[config.mk]
export PLATFORM = sky130hd
export DESIGN_NAME = hilo_muldiv_unit
export DESIGN_NICKNAME = d
export VERILOG_FILES = /design/src/rtl/hilo_muldiv_unit.sv
export SDC_FILE = /design/constraint.sdc
export NUM_CORES = 1
export LEC_CHECK = 0
export ABC_AREA = 1
export CORE_ASPECT_RATIO = 0.9
export CORE_MARGIN = 4
export CORE_UTILIZATION = 39
export CTS_BUF_LIST = sky130_fd_sc_hd__clkbuf_16
export DETAILED_ROUTE_END_ITERATION = 6
export GPL_TIMING_DRIVEN = 0
export PLACE_DENSITY = 0.61
export REMOVE_ABC_BUFFERS = 1
export SYNTH_ARGS = -nofsm -noshare
export SYNTH_HDL_FRONTEND = slang
export SYNTH_SLANG_ARGS = --single-unit
[constraint.sdc]
create_clock -name clk -period 5.6 [get_ports clk]
set_input_delay 0.84 -clock clk [delete_from_list [all_inputs] [get_ports clk]]
set_output_delay 0.84 -clock clk [all_outputs]
set_load 0.01 [all_outputs]
[src/rtl/hilo_muldiv_unit.sv]
// ---------------------------------------------------------------------------
// hilo_muldiv_unit
//   Iterative MULT/MULTU/DIV/DIVU engine in EX. It produces the HI/LO write
//   bundle that feeds the register-file HI/LO write port and the
//   ex/mem/wb HI/LO bypass buses.
//
//   Multiply: radix-2 shift-add with the accumulator shifting right.
//   Divide  : restoring, one quotient bit per cycle, with the same
//             accumulator shifting left.
//   Signed operations work on magnitudes. The sign fix is folded into the
//   load of hi_o/lo_o.
//
// Ports
//   clk      in   clock; all state changes on the rising edge
//   rst      in   synchronous reset, active high
//   start    in   launch request; sampled only in IDLE
//   op       in   00=MULT 01=MULTU 10=DIV 11=DIVU; sampled with start
//   src_a    in   rs operand (dividend / multiplicand)
//   src_b    in   rt operand (divisor / multiplier)
//   cancel   in   flush; aborts the operation in flight
//   stall_o  out  pipeline stall request
//   busy     out  high in CALC or DONE
//   done     out  one-cycle result-valid pulse
//   hi_we    out  HI write enable (same as done)
//   lo_we    out  LO write enable (same as done)
//   hi_o     out  product high half or remainder
//   lo_o     out  product low half or quotient
// ---------------------------------------------------------------------------
module hilo_muldiv_unit #(
    parameter int               WIDTH     = 32,
    parameter logic [WIDTH-1:0] DIV0_QUOT = 32'hFFFF_FFFF
) (
    input  logic             clk,
    input  logic             rst,
    input  logic             start,
    input  logic [1:0]       op,
    input  logic [WIDTH-1:0] src_a,
    input  logic [WIDTH-1:0] src_b,
    input  logic             cancel,
    output logic             stall_o,
    output logic             busy,
    output logic             done,
    output logic             hi_we,
    output logic             lo_we,
    output logic [WIDTH-1:0] hi_o,
    output logic [WIDTH-1:0] lo_o
);

    localparam int CW = (WIDTH > 1) ? $clog2(WIDTH) : 1;

    typedef enum logic [1:0] {
        S_IDLE = 2'd0,
        S_CALC = 2'd1,
        S_DONE = 2'd2
    } state_t;

    state_t             r_state;
    logic [CW-1:0]      r_cnt;
    logic [2*WIDTH-1:0] r_acc;    // mul: {partial hi, multiplier}; div: {rem, dividend/quot}
    logic [WIDTH-1:0]   r_mag;    // multiplicand or divisor magnitude
    logic               r_is_div;
    logic               r_neg_q;  // negate product / quotient
    logic               r_neg_r;  // negate remainder
    logic               r_done;
    logic [WIDTH-1:0]   r_hi;
    logic [WIDTH-1:0]   r_lo;

    // Launch-time operand decode
    logic             w_sa;
    logic             w_sb;
    logic [WIDTH-1:0] w_mag_a;
    logic [WIDTH-1:0] w_mag_b;

    assign w_sa    = ~op[0] & src_a[WIDTH-1];
    assign w_sb    = ~op[0] & src_b[WIDTH-1];
    assign w_mag_a = w_sa ? -src_a : src_a;
    assign w_mag_b = w_sb ? -src_b : src_b;

    // Multiply step: add the multiplicand into the high half when the current
    // multiplier bit is set. Then shift the whole accumulator right by one,
    // keeping the carry.
    logic [WIDTH:0]     w_mul_sum;
    logic [2*WIDTH-1:0] w_mul_nxt;

    assign w_mul_sum = {1'b0, r_acc[2*WIDTH-1:WIDTH]}
                     + (r_acc[0] ? {1'b0, r_mag} : {(WIDTH+1){1'b0}});
    assign w_mul_nxt = {w_mul_sum, r_acc[WIDTH-1:1]};

    // Divide step: bring the next dividend bit into the remainder and do a
    // trial subtract. Because rem < divisor, the (WIDTH+1)-bit difference
    // has its top bit set exactly when the subtract borrows.
    logic [WIDTH:0]     w_shift;
    logic [WIDTH:0]     w_diff;
    logic               w_borrow;
    logic [2*WIDTH-1:0] w_div_nxt;

    assign w_shift   = {r_acc[2*WIDTH-1:WIDTH], r_acc[WIDTH-1]};
    assign w_diff    = w_shift - {1'b0, r_mag};
    assign w_borrow  = w_diff[WIDTH];
    assign w_div_nxt = {(w_borrow ? w_shift[WIDTH-1:0] : w_diff[WIDTH-1:0]),
                        r_acc[WIDTH-2:0], ~w_borrow};

    logic [2*WIDTH-1:0] w_acc_nxt;
    assign w_acc_nxt = r_is_div ? w_div_nxt : w_mul_nxt;

    // Sign correction of the final step, loaded into hi_o/lo_o on DONE entry
    logic [WIDTH-1:0]   w_hi_fix;
    logic [WIDTH-1:0]   w_lo_fix;
    logic [2*WIDTH-1:0] w_prod;

    always_comb begin
        w_prod   = r_neg_q ? -w_acc_nxt : w_acc_nxt;
        w_hi_fix = w_prod[2*WIDTH-1:WIDTH];
        w_lo_fix = w_prod[WIDTH-1:0];
        if (r_is_div) begin
            w_hi_fix = r_neg_r ? -w_acc_nxt[2*WIDTH-1:WIDTH] : w_acc_nxt[2*WIDTH-1:WIDTH];
            w_lo_fix = r_neg_q ? -w_acc_nxt[WIDTH-1:0]       : w_acc_nxt[WIDTH-1:0];
        end
    end

    logic w_last;
    assign w_last = (r_cnt == CW'(WIDTH-1));

    always_ff @(posedge clk) begin
        if (rst) begin
            r_state  <= S_IDLE;
            r_cnt    <= '0;
            r_acc    <= '0;
            r_mag    <= '0;
            r_is_div <= 1'b0;
            r_neg_q  <= 1'b0;
            r_neg_r  <= 1'b0;
            r_done   <= 1'b0;
            r_hi     <= '0;
            r_lo     <= '0;
        end else begin
            case (r_state)
                S_IDLE: begin
                    r_done <= 1'b0;
                    if (start && !cancel) begin
                        r_is_div <= op[1];
                        r_neg_q  <= w_sa ^ w_sb;
                        r_neg_r  <= w_sa;
                        r_cnt    <= '0;
                        if (op[1] && (src_b == '0)) begin
                            // Divide by zero: no iterations, fixed result
                            r_state <= S_DONE;
                            r_done  <= 1'b1;
                            r_hi    <= src_a;
                            r_lo    <= DIV0_QUOT;
                        end else begin
                            r_state <= S_CALC;
                            r_mag   <= op[1] ? w_mag_b : w_mag_a;
                            r_acc   <= {{WIDTH{1'b0}}, (op[1] ? w_mag_a : w_mag_b)};
                        end
                    end
                end
                S_CALC: begin
                    if (cancel) begin
                        r_state <= S_IDLE;
                        r_cnt   <= '0;
                    end else begin
                        r_acc <= w_acc_nxt;
                        if (w_last) begin
                            r_state <= S_DONE;
                            r_cnt   <= '0;
                            r_done  <= 1'b1;
                            r_hi    <= w_hi_fix;
                            r_lo    <= w_lo_fix;
                        end else begin
                            r_cnt <= r_cnt + CW'(1);
                        end
                    end
                end
                S_DONE: begin
                    r_state <= S_IDLE;
                    r_done  <= 1'b0;
                end
                default: begin
                    r_state <= S_IDLE;
                    r_done  <= 1'b0;
                end
            endcase
        end
    end

    // A cancel in DONE must squash the write in the same cycle.
    assign done    = r_done & ~cancel;
    assign hi_we   = done;
    assign lo_we   = done;
    assign hi_o    = r_hi;
    assign lo_o    = r_lo;
    assign busy    = (r_state != S_IDLE);
    assign stall_o = ((r_state == S_IDLE) & start & ~cancel) | (r_state == S_CALC);

endmodule

* Word-level counts from Yosys, hierarchy flattened *
Index checks and enable logic that the tools add are counted.

storage, ports and cells
  register bits after elaboration = 171
  output and inout bits = 69
  word-level logic and storage cells = 91

cells by class
  $add $sub $neg = 8
  eq/ne operators = 8
  muxes and demuxes = 40
  bitwise logic cells = 11
  reduce and logical (&&, ||, !) cells = 14

operators with widths
  kind                                                           count
  32-bit two-way mux                                             18
  64-bit two-way mux                                             5
  32-bit negator                                                 4
  32-bit one-hot mux with 2 select lines                         2
  64-bit one-hot mux with 2 select lines                         1
  64-bit negator                                                 1
  32-bit by 32-bit adder with 33-bit output                      1
  33-bit by 32-bit subtractor with 33-bit output                 1
  32-bit zero test                                               1
  5-bit two-way mux                                              3
  2-bit inequality test, second input constant                   5
  5-bit one-hot mux with 2 select lines                          1
  2-bit two-way mux                                              4
  2-bit AND reduction                                            4
  5-bit by 1-bit adder with 5-bit output, second input constant  1
  1-bit AND                                                      5
  5-bit == test, second input constant                           1
  5-bit AND reduction                                            1
  1-bit two-way mux                                              4
  1-bit NOT                                                      4
  2-bit one-hot mux with 2 select lines                          1
  4-bit AND reduction                                            1
  2-bit nonzero test                                             2
  3-bit inequality test, second input constant                   1
  8 further kinds                                                9

* Depth between registers and ports, before layout *
  depth in word-level cells = 9
  gate-level depth with buffers = 34

* Least setup slack after synthesis *
OpenSTA, ideal clock, no wires.

  path type = register to register
  from = register r_acc[31]
  to = register r_hi[22] (netlist: hi_o[22])
  arrival = 3,879 ps
  setup slack = 1,585 ps
  stages on the path, launching flop included = 34
  period minus slack after synthesis = 4,015 ps
  path through = dfxtp_1 > inv_1 > ha_1 > inv_1 > fa_1 > nand2_1 > nand2_1 > nand3_1 > nand2_2 > nand2_2 > nand2_2 > nand2_4 > nand2_4 > nand2_4 > nand2_8 > o21ai_2 > ha_1 > inv_1 > nor3_2 > nand4_2 > nor2_2 > nand2_1 > nor2_2 > nand2_1 > nor2_2 > nand3_2 > nor3_2 > nand2_1 > a21oi_2 > nand2_1 > nand3_1 > nand2_1 > o21ai_1 > a21oi_1

on the way
  cells in the longest elaborated chain, start to end = 9
  elaborated cells on any way between the ends = 12
  those cells by class = add/sub: 3; mux: 8; bitwise: 1

ends and longest elaborated chain
  what                                                             RTL line  source
  from (decl)                                                      59        logic [2*WIDTH-1:0] r_acc;
  from (signal assigned)                                           154       r_acc <= {{WIDTH{1'b0}}, (op[1] ? w_mag_a : w_mag_b)};
  from (signal assigned)                                           163       r_acc <= w_acc_nxt;
  33-bit by 32-bit subtractor with 33-bit output                   98        assign w_diff = w_shift - {1'b0, r_mag};
  32-bit two-way mux / 1-bit NOT (equally long branches)           100, 101
  64-bit two-way mux *                                             104       assign w_acc_nxt = r_is_div ? w_div_nxt : w_mul_nxt;
  64-bit negator / 32-bit negator (equally long branches)          112, 116
  64-bit two-way mux / 32-bit two-way mux (equally long branches)  112, 116
  32-bit two-way mux *                                             115       if (r_is_div) begin
  32-bit two-way mux *                                             164       if (w_last) begin
  32-bit two-way mux *                                             159       if (cancel) begin
  32-bit one-hot mux with 2 select lines *                         137       case (r_state)
  to (signal assigned)                                             149       r_hi <= src_a;
  to (signal assigned)                                             168       r_hi <= w_hi_fix;
  to (decl)                                                        65        logic [WIDTH-1:0] r_hi;

Every way passes the cells marked *; elsewhere a longest branch is shown, timed or not. The select of a mux whose other input is x is not followed.
A chain may end at the register's enable or synchronous reset.

* Final worst setup path *
Same ends and word-level chain as after synthesis.

==> results_dict.tcl <==
set metrics [dict create \
    dieWidth_um 233 \
    rows 73 \
    total_power_mw 3.96 \
    worst_path_most_repeated_cell "nand2_1" \
    p_per_area_mw_per_mm2 195 \
    synth_compound_area_share_pct 19.5 \
    synth.distinct_cells 61 \
    cts_hold_buf 0 \
    setup_viol 0 \
    pin_count 139 \
    die_h_um 210 \
    place_area_sq_mm 0.0196 \
    synthMuxAreaShare_pct 0 \
    core_sq_mm 0.0446 \
    antenna_left 0 \
    synth_simple_gate_area_share_pct 39.5 \
    syn_inst 3151 \
    drtIter0Drc 2298 \
    path_max_fanout 17 \
    cts_tree "yes" \
    period_share_pct 97.8 \
    final_cells 3814 \
    gr-total-overflow 0 \
    place_hpwl_mm 58.1 \
    initial_utilization_pct 39.8 \
    synth-seq-area-share_pct 19.3 \
    path_class "register to register" \
    synth_fa_ha_area_share_pct 5.16 \
    synth-seq-cells 171 \
    root_buffer "clkbuf_16" \
    dr.pass1.iters 7 \
    final_cell_area_sq_mm 0.0203 \
    crit_family "simple AND/OR/NAND/NOR gates" \
    max_stage_delay_ps 400 \
    path_clk_slew_ps 70 \
    endpoint_kind "register" \
    wl_per_cell_um 19.3 \
    place_inst 3779 \
    nNetsFinal 3344 \
    ys.warnings.count 0 \
    ir_drop_v 0.000197 \
    final_hold_viol_count 0 \
    htree_levels 4 \
    layout_setup_ws_ps 123 \
    relSlewSlack_pct 21.0 \
    die-area_sq_mm 0.0490 \
    grt_max_degree 71 \
    vias 20934 \
    clk_latency_ps 460 \
    clock.fmax_ghz 0.183 \
    synth_xor_area_share_pct 3.95 \
    async_flop_share_pct 0 \
    required_ps 5930 \
    layout_common_cells "942 x nand2_1, 419 x inv_1, 303 x nor2_1" \
    cp-start-kind "register" \
    arrival_ps 5810 \
    maxSlewViolCount 0 \
    synth_edf_count 0 \
    portBuffers 138 \
    leakage_nw 9.72 \
    layout-drive-gt1-share_pct 6.07 \
    cts_made_buffers 17 \
    status "finished, final reports clean" \
    cpMaxStageDelayCell "fa_2" \
    hp-class "register to register" \
    synth_area_sq_mm 0.0177 \
    synth_top_family_by_area "simple AND/OR/NAND/NOR gates" \
    ys.flop_type "dfxtp_1" \
    dp_slack_ps -381 \
    grt_pass1_vias 18839 \
    area_growth_pct 14.6 \
    drv_cap 0 \
    grt_util_all_layers_pct 29.1 \
    viasPerCell 5.49 \
    clock_skew_ps 12.4 \
    drc 0 \
    avgSynthCellArea_sq_um 5.63 \
    cp_num_buf_inv 3 \
    place.gp.congestion 0.998 \
    period_needed_ps 5480 \
    drt_wl_total_mm 73.5 \
    cts_buffer_depth 2 \
    diodes 0 \
    worst_pin_slew_ps 1180 \
    grt_pass1_wl_mm 111 \
    clock_sinks 171 \
    layout_commonest_cell "nand2_1" \
    antenna_found_initial 0 \
]
## cells in the mapped netlist, drive strengths merged (7+ instances only)
library cell | n | area, sq um
nor3 | 41 | 225
nand2 | 983 | 3830
inv | 432 | 1620
dfxtp | 171 | 3420
nand3 | 214 | 1140
a21oi | 272 | 1430
or2 | 16 | 100
o21a | 9 | 67.6
o21ai | 232 | 1190
nor2 | 331 | 1320
xnor2 | 20 | 175
ha | 70 | 876
xor2 | 60 | 526
nand3b | 16 | 120
o211ai | 28 | 210
nor4 | 10 | 62.6
clkbuf | 84 | 319
buf | 42 | 269
a31oi | 32 | 200
o22ai | 7 | 43.8
nand4 | 29 | 188
o221ai | 7 | 61.3
## report_power, final
group / switching, mW / internal, mW
combinational: 0.905 / 0.427
sequential: 0.0713 / 1.27
clock: 0.614 / 0.667
total: 1.59 / 2.37
## tightest hold or removal path: stages (launching register included)
cell,delay [ps]
dfxtp_1,310
nand2_1,60
a21oi_1,50
## layer usage
layer	track usage, %	wire length, um	part of all wire [%]	vias up
met1	43.8	34900	47	9651
met3	4.08	5920	8.1	112
met2	42.5	30400	41	914
li1	-	-	-	10257
met4	8.88	2290	3.1	0
met5	0	0	0	-
## worst paths after layout
| path | cells after the start | slack (ps) | startpoint | end |
|---|---|---|---|---|
| setup / recovery | 33 | 120 | r_acc[31] | hi_o[22] |
| hold / removal | 2 | 470 | lo_o[26] | lo_o[26] |
| setup reg to reg | 33 | 120 | r_acc[31] | hi_o[22] |
| hold reg to reg | 2 | 470 | lo_o[26] | lo_o[26] |
## cell type report
class	count	area [sq um]
Fill cell	4925	24200
Multi-Input combinational cell	2417	12200
Sequential cell	171	3430
Timing Repair Buffer	157	1740
Inverter	438	1650
Tap cell	600	751
Clock buffer	17	425
Clock inverter	14	164
## state kept, by name, summed over array words and instances, names as in the netlist, 2 cells and up
name	flops
r_state	2
lo_o	32
r_mag	32
hi_o	32
r_cnt	5
r_acc	64
## per-stage QoR
step | setup TNS [ps] | hold WS [ps] | util [%]
floorplan | -257020 | 438 | -
global placement | -1210860 | 452 | 43.3
detailed placement | -1100 | 458 | 44.1
CTS | 0 | 471 | 45.5
global route | -22.8 | 491 | 45.6
finish | 0 | 469 | 45.6
## logic make-up (layout without fill, tap and decap cells)
| group | after synthesis | count (layout) |
|---|---|---|
| fa+ha+maj | 72 | 72 |
| compound gates | 620 | 620 |
| xor+xnor | 80 | 80 |
| flops | 171 | 171 |
| simple gates | 1644 | 1645 |
| buf+inv | 564 | 626 |
## repair_timing
item,4_1_cts,5_1_grt
setup endpoints to repair,7,5
pin swaps,3,3
cloned,1,0
setup buffers,2,0
gates resized for setup,4,4
No activity file was read; power rests on OpenSTA's default activity.
